--- src/rtl/mem_access_stage.sv ---
// Memory-access stage: performs LW/SW over a waitrequest data-memory port and
// passes ALU results through, emitting one writeback result or error per instruction.
module mem_access_stage #(
  parameter int TIMEOUT_CYCLES = 0,
  parameter int CNT_W          = 8
) (
  input  logic        clk,
  input  logic        reset_n,
  input  logic        in_valid,
  output logic        in_ready,
  input  logic [5:0]  in_opcode,
  input  logic [5:0]  in_func,
  input  logic [31:0] in_alu_out,
  input  logic [31:0] in_store_data,
  input  logic [4:0]  in_rd,
  output logic [31:0] mem_address,
  output logic        mem_read,
  output logic        mem_write,
  output logic [31:0] mem_writedata,
  input  logic [31:0] mem_readdata,
  input  logic        mem_waitrequest,
  output logic        out_valid,
  output logic [31:0] out_data,
  output logic [4:0]  out_rd,
  output logic        out_reg_write,
  output logic        out_error
);

  typedef enum logic [1:0] {IDLE = 2'd0, READ = 2'd1, WRITE = 2'd2} state_t;

  localparam logic [5:0] OP_RTYPE = 6'b000000;
  localparam logic [5:0] OP_ADDIU = 6'b001001;
  localparam logic [5:0] OP_LW    = 6'b100011;
  localparam logic [5:0] OP_SW    = 6'b101011;
  localparam logic [5:0] FN_ADDU  = 6'b100001;
  localparam logic [5:0] FN_JR    = 6'b001000;

  localparam bit             TO_EN   = (TIMEOUT_CYCLES > 0);
  localparam logic [CNT_W-1:0] TO_LAST = TO_EN ? CNT_W'(TIMEOUT_CYCLES - 1) : '0;

  state_t           state;
  logic [4:0]       rd_p0;
  logic [CNT_W-1:0] wait_cnt;

  logic is_lw, is_sw, is_pass, is_jr, misaligned, timeout_hit;

  assign is_lw       = (in_opcode == OP_LW);
  assign is_sw       = (in_opcode == OP_SW);
  assign is_pass     = (in_opcode == OP_ADDIU) ||
                       ((in_opcode == OP_RTYPE) && (in_func == FN_ADDU));
  assign is_jr       = (in_opcode == OP_RTYPE) && (in_func == FN_JR);
  assign misaligned  = (in_alu_out[1:0] != 2'b00);
  // The abort fires on the TIMEOUT_CYCLES-th consecutive stalled cycle.
  assign timeout_hit = TO_EN && (wait_cnt == TO_LAST);

  assign in_ready  = (state == IDLE);
  assign mem_read  = (state == READ);
  assign mem_write = (state == WRITE);

  always_ff @(posedge clk or negedge reset_n) begin
    if (!reset_n) begin
      state         <= IDLE;
      rd_p0         <= '0;
      wait_cnt      <= '0;
      mem_address   <= '0;
      mem_writedata <= '0;
      out_valid     <= 1'b0;
      out_data      <= '0;
      out_rd        <= '0;
      out_reg_write <= 1'b0;
      out_error     <= 1'b0;
    end else begin
      out_valid <= 1'b0;
      out_error <= 1'b0;
      unique case (state)
        IDLE: begin
          wait_cnt <= '0;
          if (in_valid) begin
            if (is_lw || is_sw) begin
              if (misaligned) begin
                out_error <= 1'b1;
              end else begin
                mem_address   <= in_alu_out;
                mem_writedata <= in_store_data;
                rd_p0         <= in_rd;
                state         <= is_lw ? READ : WRITE;
              end
            end else if (is_pass) begin
              out_valid     <= 1'b1;
              out_data      <= in_alu_out;
              out_rd        <= in_rd;
              out_reg_write <= 1'b1;
            end else if (is_jr) begin
              out_valid     <= 1'b1;
              out_reg_write <= 1'b0;
            end else begin
              out_error <= 1'b1;
            end
          end
        end
        READ: begin
          if (!mem_waitrequest) begin
            out_valid     <= 1'b1;
            out_data      <= mem_readdata;
            out_rd        <= rd_p0;
            out_reg_write <= 1'b1;
            state         <= IDLE;
          end else if (timeout_hit) begin
            out_error <= 1'b1;
            state     <= IDLE;
          end else begin
            wait_cnt <= wait_cnt + 1'b1;
          end
        end
        WRITE: begin
          if (!mem_waitrequest) begin
            out_valid     <= 1'b1;
            out_reg_write <= 1'b0;
            state         <= IDLE;
          end else if (timeout_hit) begin
            out_error <= 1'b1;
            state     <= IDLE;
          end else begin
            wait_cnt <= wait_cnt + 1'b1;
          end
        end
        default: state <= IDLE;
      endcase
    end
  end

endmodule

--- config.mk ---
export PLATFORM = sky130hd
export DESIGN_NAME = mem_access_stage
export DESIGN_NICKNAME = d
export VERILOG_FILES = /design/src/rtl/mem_access_stage.sv
export SDC_FILE = /design/constraint.sdc
export NUM_CORES = 1
export LEC_CHECK = 0
export CAP_MARGIN = 20
export CORE_MARGIN = 3
export CORE_UTILIZATION = 29
export CTS_CLUSTER_DIAMETER = 30
export DETAILED_ROUTE_END_ITERATION = 16
export GPL_TIMING_DRIVEN = 1
export PLACE_DENSITY_LB_ADDON = 0.12
export SLEW_MARGIN = 25
export SYNTH_ARGS = -nofsm -noshare
export SYNTH_HDL_FRONTEND = slang
export SYNTH_SLANG_ARGS = --single-unit
--- constraint.sdc ---
create_clock -name clk -period 5.95 [get_ports clk]
set_input_delay 1.785 -clock clk [delete_from_list [all_inputs] [get_ports clk]]
set_output_delay 1.785 -clock clk [all_outputs]
set_load 0.005 [all_outputs]
==> impl_metrics.py <==
metrics = {
    "grt": {
        "antenna_found_initial": 0,
        "grt-ovfl-total": 0,
        "grt_max_degree": 77,
        "track_usage": 0.1390,
        "grt_pass1_vias": 3830,
        "grt_pass1_wl_um": 21500,
    },
    "clocking": {
        "cts_resized": 0,
        "h-tree-depth": 3,
        "post_cts_buffers": 0,
        "clock_sinks": 111,
        "cts_tree": "yes",
        "hold_buffers": 0,
        "clockRootBuffer": "clkbuf_16",
        "clock_latency_ns": 0.35,
        "cts_buffer_depth": 2,
        "cts_made_buffers": 9,
        "clk_pin_slew_ns": 0.07,
    },
    "yosys": {
        "synth_top_cells_by_area": "dfrtp_1 54%, mux2_4 20%, mux2_2 13%",
        "synth_cell_types": 35,
        "async_flop_share": 1.000,
        "postSynthAreaPerCell_um2": 16.38,
        "synth_nets": 437,
        "ys_ff_latch": 111,
        "yosysMostFrequentCell": "dfrtp_1",
        "synth_edf_count": 0,
        "yosysWarnings": 0,
        "synthCells": 316,
        "synth_flop_cell": "dfrtp_1",
        "ys_seq_area_frac": 0.5368,
        "syn_area_um2": 5175,
        "synth_top_area_cell": "dfrtp_1",
        "ys_top_cells_by_count": "111 x dfrtp_1, 70 x mux2_4, 62 x mux2_2, 9 x mux2_1",
        "yosysTopAreaCellShare": 0.5368,
    },
    "place": {
        "port_buffers": 223,
        "gp_congestion": 0.7704,
        "dpl-instance-area_um2": 7533,
        "hpwl_um": 9425,
        "pre_cts_slack_ns": 1.482,
    },
    "critical_path": {
        "critPathKind": "in2reg",
        "crit_required_ns": 6.18,
        "crit_slowest_cell": "clkdlybuf4s50_1",
        "startpoint_type": "input port",
        "critPathMaxFanout": 26,
        "arrival_ns": 4.27,
        "crit_path_cell_trace": "clkdlybuf4s50_1, or3b_4, o21ai_2, a21oi_2, o21ai_4, buf_4, mux2_2",
        "slowest_delay_ns": 0.50,
        "crit_path_end_kind": "flip-flop",
    },
    "routing": {
        "via_per_inst": 4.414,
        "dr.pass1.iters": 6,
        "ant_nets": 0,
        "vias": 3399,
        "initialDrtViolationCount": 123,
        "drc": 0,
        "drt-wirelength-per-cell_um": 17.14,
        "routed_wl_um": 13200,
    },
    "timing": {
        "fin_tns_setup_ns": 0,
        "rsz0062_at_grt": "no",
        "hold_viol_final": 0,
        "finalClockSkew_ns": 0.008339,
        "finalMaxSlewViolations": 0,
        "finalWorstSetupSlack_ns": 1.911,
        "hold-worst-slack_ns": 0.4980,
        "fin_crit_ns": 4.039,
        "setup_viol": 0,
        "worst_slew_pin_slew_ns": 0.6919,
        "timing.fmax_mhz": 247.6,
        "fin_crit_sh": 0.6788,
        "slew_headroom": 0.5387,
    },
    "power_and_ir_drop": {
        "peakVddDrop_mv": 0.1699,
        "cellInternalPower_w": 0.001786,
        "p_sw_w": 0.0005809,
        "total_power_w": 0.002367,
        "p_clk_frac": 0.264,
        "power_density_nw_per_um2": 301.7,
        "comb_power_share": 0.310,
        "p_seq_frac": 0.425,
        "switching_share": 0.2454,
        "p_leak_nw": 3.385,
    },
    "die": {
        "pin_count": 224,
        "design.core.area_um2": 17360,
        "die_w_um": 139.6,
        "die_h_um": 139.6,
        "std_cell_rows": 48,
        "initial_core_util": 0.2982,
        "die-area_um2": 19480,
    },
    "outcome": {
        "outcome": "finished clean",
    },
    "finish": {
        "fillers": 1555,
        "area_growth_pct": 51.60,
        "nets": 661,
        "n_antenna_cell": 0,
        "design_area_um2": 7845,
        "drive_above_1_share": 0.2936,
    },
    "hold_path": {
        "hp-class": "reg2reg",
    },
    "job": {
        "maxCapViolations": 0,
    },
}
==> power by group through the flow <==
stage	combinational [W]	clock [W]	sequential, W
3_3_place_gp	0.000739	0	0.00102
5_1_grt	0.000786	0.000689	0.00103
2_1_floorplan	0.000247	0	0.00103
3_5_place_dp	0.000747	0	0.00102
4_1_cts	0.000751	0.000657	0.00101
6_report	0.000735	0.000626	0.00101
==> area by class of cell <==
cell class	count	area, µm²	share of cell area
inverter	5	18.77	0.002392
multi-input combinational	185	2176	0.2774
clock inverter	5	65.06	0.008293
timing repair buffer	228	2283	0.2911
tap	225	281.5	0.03589
clock buffer	11	242.7	0.03094
sequential	111	2778	0.3541
==> cells in the final DEF (no fill, tap or decap), types with 2 or more instances in the layout <==
master	instances
nand2_1	6
a21oi_1	3
ha_1	3
dfrtp_1	111
nor2_1	5
clkdlybuf4s50_1	222
inv_1	5
clkbuf_16	9
o21ai_0	2
clkinv_4	3
nor3_1	3
nor2b_1	2
mux2_2	62
buf_4	4
mux2_1	9
nand4_1	2
mux2_4	70
==> worst max-delay path: cells and delay by family <==
family	cells	cell delay [ns]
mux	1	0.38
compound gates	3	0.68
buf+inv	2	0.98
simple gates	1	0.43
==> logic make-up after synthesis <==
group                    synth area share
multiplexers                       0.3595
flip-flops                         0.5367
AND/OR/NAND/NOR                   0.03046
buffers and inverters             0.04376
AO/OA/AOI/OAI                     0.01983
adder cells (fa/ha/maj)          0.009672
==> worst paths after layout <==
kind | from | endpoint | slack, ns | cells past startpoint
max | in_opcode[0] | out_data[12] | 1.91 | 7
min | mem_address[25] | mem_address[25] | 0.50 | 1
max reg2reg | state[1] | out_data[12] | 3.30 | 7
min reg2reg | mem_address[25] | mem_address[25] | 0.50 | 1
max in group asynchronous | reset_n | out_rd[1] | 3.51 | 2
min in group asynchronous | reset_n | mem_writedata[31] | 1.47 | 1
==> metal layers <==
metal  vias to the layer above  wire [µm]  GRT usage
met5                         -          0          0
met4                         0        138    0.04131
met3                        10       1254    0.05189
met2                       150       5728     0.2028
met1                      1662       6078     0.1933
li1                       1577          -          -
==> sequential cells by signal (all words and copies together) (netlist names) <==
signal,flops
mem_address,32
mem_writedata,32
rd_p0,5
out_rd,5
out_data,32
state,2
out_error,1
out_valid,1
out_reg_write,1
==> metrics by stage <==
stage	cells	util
global placement	754	0.4340
floorplan	316	-
CTS	770	0.4518
global route	770	0.4520
detailed placement	754	0.4340
finish	770	0.4520
No activity file was read; power rests on OpenSTA's default activity.
